File: src/rtl/lfsr_pkg.sv
// ============================================================================
// Module  : lfsr_pkg
// Brief   : Shared constants and shift helpers for the XNOR Fibonacci LFSR.
// Revision: 1.0 - initial release
// ============================================================================
`default_nettype none

package lfsr_pkg;

    localparam logic [9:0] DEFAULT_TAPS_10 = 10'b0000001001;

    // Operands are zero-extended to 32 bits; zero bits do not disturb the XNOR.
    function automatic logic lfsr_fb(input logic [31:0] state, input logic [31:0] taps);
        return ~^(state & taps);
    endfunction

    function automatic logic [31:0] lfsr_next(input logic [31:0] state,
                                              input logic [31:0] taps,
                                              input int unsigned width);
        logic [31:0] w_next;
        w_next = state >> 1;
        w_next[width-1] = lfsr_fb(state, taps);
        return w_next;
    endfunction

    function automatic logic [31:0] all_ones(input int unsigned width);
        return (width >= 32) ? 32'hFFFF_FFFF : ((32'd1 << width) - 32'd1);
    endfunction

endpackage

`default_nettype wire

File: src/rtl/lfsr_step.sv
// ============================================================================
// Module  : lfsr_step
// Brief   : One combinational XNOR Fibonacci shift stage.
// Revision: 1.0 - initial release
// ============================================================================
`default_nettype none

module lfsr_step
    import lfsr_pkg::*;
#(
    parameter int              WIDTH = 10,
    parameter logic [WIDTH-1:0] TAPS = WIDTH'(DEFAULT_TAPS_10)
) (
    input  logic [WIDTH-1:0] i_state,
    output logic [WIDTH-1:0] o_state,
    output logic             o_bit
);

    logic w_fb;

    assign w_fb    = lfsr_fb(32'(i_state), 32'(TAPS));
    assign o_state = {w_fb, i_state[WIDTH-1:1]};
    assign o_bit   = i_state[0];

endmodule

`default_nettype wire

File: src/rtl/lfsr_gen.sv
// ============================================================================
// Module  : lfsr_gen
// Brief   : Parametrised XNOR Fibonacci LFSR with seed load, multi-step
//           advance, serial bit bus, wrap detection and lock-up protection.
// Revision: 1.0 - initial release
// ============================================================================
`default_nettype none

module lfsr_gen
    import lfsr_pkg::*;
#(
    parameter int               WIDTH = 10,
    parameter logic [WIDTH-1:0] TAPS  = WIDTH'(DEFAULT_TAPS_10),
    parameter int               STEPS = 1
) (
    input  logic             clock,
    input  logic             reset,
    input  logic             enable,
    input  logic             load,
    input  logic [WIDTH-1:0] seed,
    output logic [WIDTH-1:0] out,
    output logic [STEPS-1:0] bits_out,
    output logic             wrap,
    output logic             lockup_err
);

    localparam logic [WIDTH-1:0] c_ones = WIDTH'(all_ones(WIDTH));

    if (WIDTH < 3 || WIDTH > 32) begin : g_bad_width
        $error("lfsr_gen: WIDTH must be in 3..32");
    end
    if (STEPS < 1 || STEPS > WIDTH) begin : g_bad_steps
        $error("lfsr_gen: STEPS must be in 1..WIDTH");
    end
    if (TAPS[0] != 1'b1) begin : g_bad_taps
        $error("lfsr_gen: TAPS[0] must be set");
    end

    logic [WIDTH-1:0]             r_state;
    logic [WIDTH-1:0]             r_start;
    logic [STEPS-1:0]             r_bits;
    logic                         r_wrap;
    logic                         r_lockup;

    logic [STEPS:0][WIDTH-1:0]    w_chain;
    logic [STEPS-1:0]             w_bits;
    logic [STEPS-1:0]             w_hit;

    assign w_chain[0] = r_state;

    // Every intermediate state is compared, so a wrap inside a multi-step advance is caught.
    for (genvar k = 0; k < STEPS; k++) begin : g_chain
        lfsr_step #(
            .WIDTH (WIDTH),
            .TAPS  (TAPS)
        ) u_step (
            .i_state (w_chain[k]),
            .o_state (w_chain[k+1]),
            .o_bit   (w_bits[k])
        );
        assign w_hit[k] = (w_chain[k+1] == r_start);
    end

    always_ff @(posedge clock or negedge reset) begin
        if (!reset) begin
            r_state  <= '0;
            r_start  <= '0;
            r_bits   <= '0;
            r_wrap   <= 1'b0;
            r_lockup <= 1'b0;
        end else begin
            r_wrap   <= 1'b0;
            r_lockup <= 1'b0;
            if (load) begin
                if (seed == c_ones) begin
                    r_state  <= '0;
                    r_start  <= '0;
                    r_lockup <= 1'b1;
                end else begin
                    r_state <= seed;
                    r_start <= seed;
                end
            end else if (enable) begin
                r_state <= w_chain[STEPS];
                r_bits  <= w_bits;
                r_wrap  <= |w_hit;
            end
        end
    end

    assign out        = r_state;
    assign bits_out   = r_bits;
    assign wrap       = r_wrap;
    assign lockup_err = r_lockup;

endmodule

`default_nettype wire

File: config.mk
export PLATFORM = sky130hd
export DESIGN_NAME = lfsr_gen
export DESIGN_NICKNAME = d
export VERILOG_FILES = /design/src/rtl/lfsr_pkg.sv /design/src/rtl/lfsr_step.sv /design/src/rtl/lfsr_gen.sv
export SDC_FILE = /design/constraint.sdc
export NUM_CORES = 1
export LEC_CHECK = 0
export CORE_MARGIN = 10
export CORE_UTILIZATION = 37
export CTS_BUF_LIST = sky130_fd_sc_hd__clkbuf_8
export DETAILED_ROUTE_END_ITERATION = 7
export PLACE_DENSITY_LB_ADDON = 0.12
export SYNTH_ARGS = -nofsm -noshare
export SYNTH_HDL_FRONTEND = slang
export SYNTH_HIERARCHICAL = 1
export SYNTH_SLANG_ARGS = --single-unit
File: constraint.sdc
create_clock -name clock -period 1.94 [get_ports clock]
set_clock_uncertainty 0.05 [all_clocks]
set_input_delay 0.485 -clock clock [delete_from_list [all_inputs] [get_ports clock]]
set_output_delay 0.485 -clock clock [all_outputs]
set_load 0.005 [all_outputs]
# Word level (Yosys, flattened, before mapping)
# Cells that the tools add are included.
[op_classes] magnitude_cmp=0 n_eq_ne=2 div_mod_pow=0 shifts=0 multipliers=0 n_addsub=0 n_bitwise=1 muxes=7 reduce_logical=3
[ops] op="XNOR reduction 32 bit" n=1
[ops] op="2-to-1 mux 10 bit" n=3
[ops] op="equality test 10 bit" n=1
[ops] op="equality test 10 bit (second input constant)" n=1
[ops] op="2-to-1 mux 1 bit" n=4
[ops] op="AND reduction 2 bit" n=1
[ops] op="nonzero test 2 bit" n=1
[ops] op="NOT 1 bit" n=1
[word_totals] mem_bits_ro=0 memories=0 out_inout_bits=13 inputBits=14 latch_bits=0 ff_bits=23 ram_bits=0

# Logic depth before layout (Yosys ltp)
[logic_depth] ltp_word=4 depth_mapped=5 ltp_nobuf=4

# Cells and area by module
# Netlist, hierarchy kept.
[modules_own_cells] module="lfsr_gen" cells_each=110 area_per_inst_um2=1154.9 n_inst=1
[modules_own_cells] module="lfsr_step" cells_each=12 area_per_inst_um2=91.3 n_inst=1

# Worst setup path after synthesis
# No wires, ideal clock.
[synth_timing] kind="in2reg" start="input port seed[8]" end="register r_state[0], in the netlist out[0]" path_stages=4 arrival_time_ps=1059 setup_slack_ps=693 path_buffers=1 path_cell_list="nand4_1 nor3_2 buf_6 o22ai_1"
[synth_between] elab_chain_len=3
[synth_lines] element="start, declared" line_no="lfsr_gen.sv:20" text="input logic [WIDTH-1:0] seed,"
[synth_lines] element="equality test 10 bit" line_no="lfsr_gen.sv:75" text="if (seed == c_ones) begin"
[synth_lines] element="2-to-1 mux 10 bit" line_no="lfsr_gen.sv:75"
[synth_lines] element="2-to-1 mux 10 bit" line_no="lfsr_gen.sv:74" text="if (load) begin"
[synth_lines] element="end signal, assigned" line_no="lfsr_gen.sv:84" text="r_state <= w_chain[STEPS];"
[synth_lines] element="end, declared" line_no="lfsr_gen.sv:39" text="logic [WIDTH-1:0] r_state;"
# Every way passes these cells.
# A chain may end at the register's enable or synchronous reset.

# Final worst setup path
[layout_timing] start="register r_state[3], in the netlist out[3]" end="output port out[3]"
[layout_rtl] element="end, declared" line_no="lfsr_gen.sv:21" text="output logic [WIDTH-1:0] out,"
# No word-level cell between the ends.

==> results.yml <==
synthesis:
  syn-num-nets: 136
  synth_area_mm2: 0.00125
  synth_compound_area_frac: 0.100
  ys_seq_area_frac: 0.462
  synth_mux_area_frac: 0.0894
  synth_xor_area_frac: 0.0773
  synth_cells: 122
  netlist_top_cells_area: "dfrtp_1, buf_4, o22ai_1"
  synth_top_area_share: 0.462
  synth_fa_ha_area_frac: 0
  yosys.area_share.simple: 0.0803
  synth_area_leader_cell: "dfrtp_1"
  synth_top_family_by_area: "buffers and inverters"
  yosysWarnings: 6
  ys_seq_elements: 23
  ys_types: 17
  syn_avg_cell_area_um2: 10.2
timing:
  setup_violations: 0
  finalSetupTns_ps: 0
  slew_headroom: 0.795
  fin_crit_sh: 0.939
  whs_ps: 467
  fmax_ghz: 0.549
  hold_viol: 0
  period_needed_ps: 1820
  drv_slew: 0
  rsz0062_at_grt: "no"
  worst_pin_slew_ps: 308
routing:
  drt-total-wl_um: 2660
  vias: 837
  wire_per_inst_um: 15.0
  wl_met2_um: 1150
  viasPerCell: 4.73
  drt-met1-wl_um: 1320
  drt_iter0_markers: 21
  dr_wl_met3_um: 161
  drt_first_pass_iters: 4
  ant_nets: 0
  top_layer_used: "met4"
  post-route-drc-count: 0
cts:
  cts_tree: "done"
  postCtsSetupBuffers: 0
  cts_buffer_depth: 2
  clock-sinks: 23
  clkLatencyLatePin_ps: 260
  cts_resized: 0
  cts_buffers: 3
  clkTransAtPathRegs_ps: 80
  hold_buffers: 0
  cts_root_buf: "clkbuf_8"
  cts_max_level: 1
grt:
  grt_pass1_wl_um: 4600
  grt_overflow_total: 0
  antenna_found_initial: 0
  grt_pass1_vias: 918
  grt_max_degree: 24
  track_usage: 0.0913
setup_path:
  slowest_delay_ps: 550
  cp.buffers_inverters: 1
  cp.required_ps: 1400
  arrival_ps: 1290
  cpMaxStageDelayCell: "clkdlybuf4s50_1"
  end_kind: "primary output"
  start_kind: "flip-flop"
  path_class: "flip-flop to primary output"
  worstPathCellList: "clkdlybuf4s50_1"
  cp_top_family: "buffers and inverters"
  worstPathMaxFanout: 5
floorplanning:
  die_h_um: 78.0
  start_util: 0.379
  fp-row-count: 21
  dieArea_mm2: 0.00609
  chipWidth_um: 78.0
  fp.coreArea_mm2: 0.00328
  num_io_pins: 27
pwr:
  leakage_nw: 0.626
  power_frac_clock: 0.267
  p_int_w: 0.000809
  seq_power_share: 0.517
  switching_power_w: 0.000292
  power_density_mw_per_mm2: 757
  combPwrFrac: 0.216
  swShare: 0.265
  ir_worst_vdd_uv: 274
finish:
  syn_to_final_growth_pct: 16.7
  nets: 146
  insertedDiodeCount: 0
  drive_gt1_frac: 0.0916
  n_fill_cell: 322
placed_design:
  gp_congestion: 0.753
  port_buffers: 26
  dp_hpwl_um: 1950
worst_hold_path:
  holdCritPathClass: "flip-flop to flip-flop"
run:
  maxCapViolCount: 0
outcome:
  status: "complete, no violations"
## cells in the final DEF (no fill, tap or decap)
cell / instances
and2_2: 1
buf_4: 6
clkbuf_8: 3
clkdlybuf4s50_1: 26
dfrtp_1: 23
inv_1: 11
mux2_2: 1
mux2i_1: 10
nand2_1: 11
nand3_1: 1
nand4_1: 4
nor2b_1: 1
nor3_1: 1
nor3_2: 1
o22ai_1: 20
xnor2_1: 11
## routing by layer
metal / GRT usage / vias up
li1: - / 415
met1: 0.124 / 398
met2: 0.131 / 22
met3: 0.0308 / 2
met4: 0.0323 / 0
met5: 0 / -
## sequential cells by signal, indices dropped and copies added (netlist names)
register / cells
bits_out: 1
out: 10
lockup_err: 1
r_start: 10
wrap: 1
## cells by family (layout without fill, tap and decap cells)
kind of cell	count (synthesis)	after routing
simple gates	20	20
xor+xnor	11	11
buf+inv	37	46
mux	11	11
compound gates	20	20
flops	23	23
## final cells by class
cell class,count,area [um2],area share
Tap cell,46,57.6,0.0396
Inverter,10,37.5,0.0258
Clock buffer,3,41.3,0.0284
Clock inverter,1,3.75,0.00258
Sequential cell,23,576,0.396
Timing Repair Buffer,32,305,0.210
Multi-Input combinational cell,62,433,0.298
## worst paths after layout
check                              start         end  slack, ps  cells past startpoint
worst min-delay path            bits_out    bits_out        470                      1
min in group asynchronous          reset  r_start[6]        540                      2
worst min register to register  bits_out    bits_out        470                      1
worst max-delay path              out[3]      out[3]        120                      1
max in group asynchronous          reset  r_start[5]       1070                      2
worst max register to register    out[3]        wrap        660                      4
## per-stage QoR
stage          instance area (um2)  setup slack, ps  instances  total power [W]  utilization
6_report                      1450              119        177          0.00110        0.443
5_1_grt                       1450             69.3        177          0.00117        0.443
4_1_cts                       1450              100        177          0.00111        0.443
3_5_place_dp                  1410             81.8        173         0.000820        0.429
3_3_place_gp                  1410              121        173         0.000820        0.429
2_1_floorplan                 1250              693        122         0.000759            -
## synthesized netlist by cell type, drive strengths merged
| cell type | number |
|---|---|
| and2 | 1 |
| buf | 25 |
| clkbuf | 2 |
| dfrtp | 23 |
| inv | 10 |
| mux2 | 1 |
| mux2i | 10 |
| nand2 | 11 |
| nand3 | 1 |
| nand4 | 4 |
| nor2b | 1 |
| nor3 | 2 |
| o22ai | 20 |
| xnor2 | 11 |
## power groups by stage
| stage | clock, W | sequential (W) | combinational (W) |
|---|---|---|---|
| after floorplan | 0 | 0.000561 | 0.000198 |
| after global placement | 0 | 0.000578 | 0.000242 |
| after detailed placement | 0 | 0.000580 | 0.000240 |
| after CTS | 0.000300 | 0.000570 | 0.000242 |
| after global routing | 0.000327 | 0.000577 | 0.000264 |
| final | 0.000294 | 0.000569 | 0.000238 |
No activity file was read; power rests on OpenSTA's default activity.
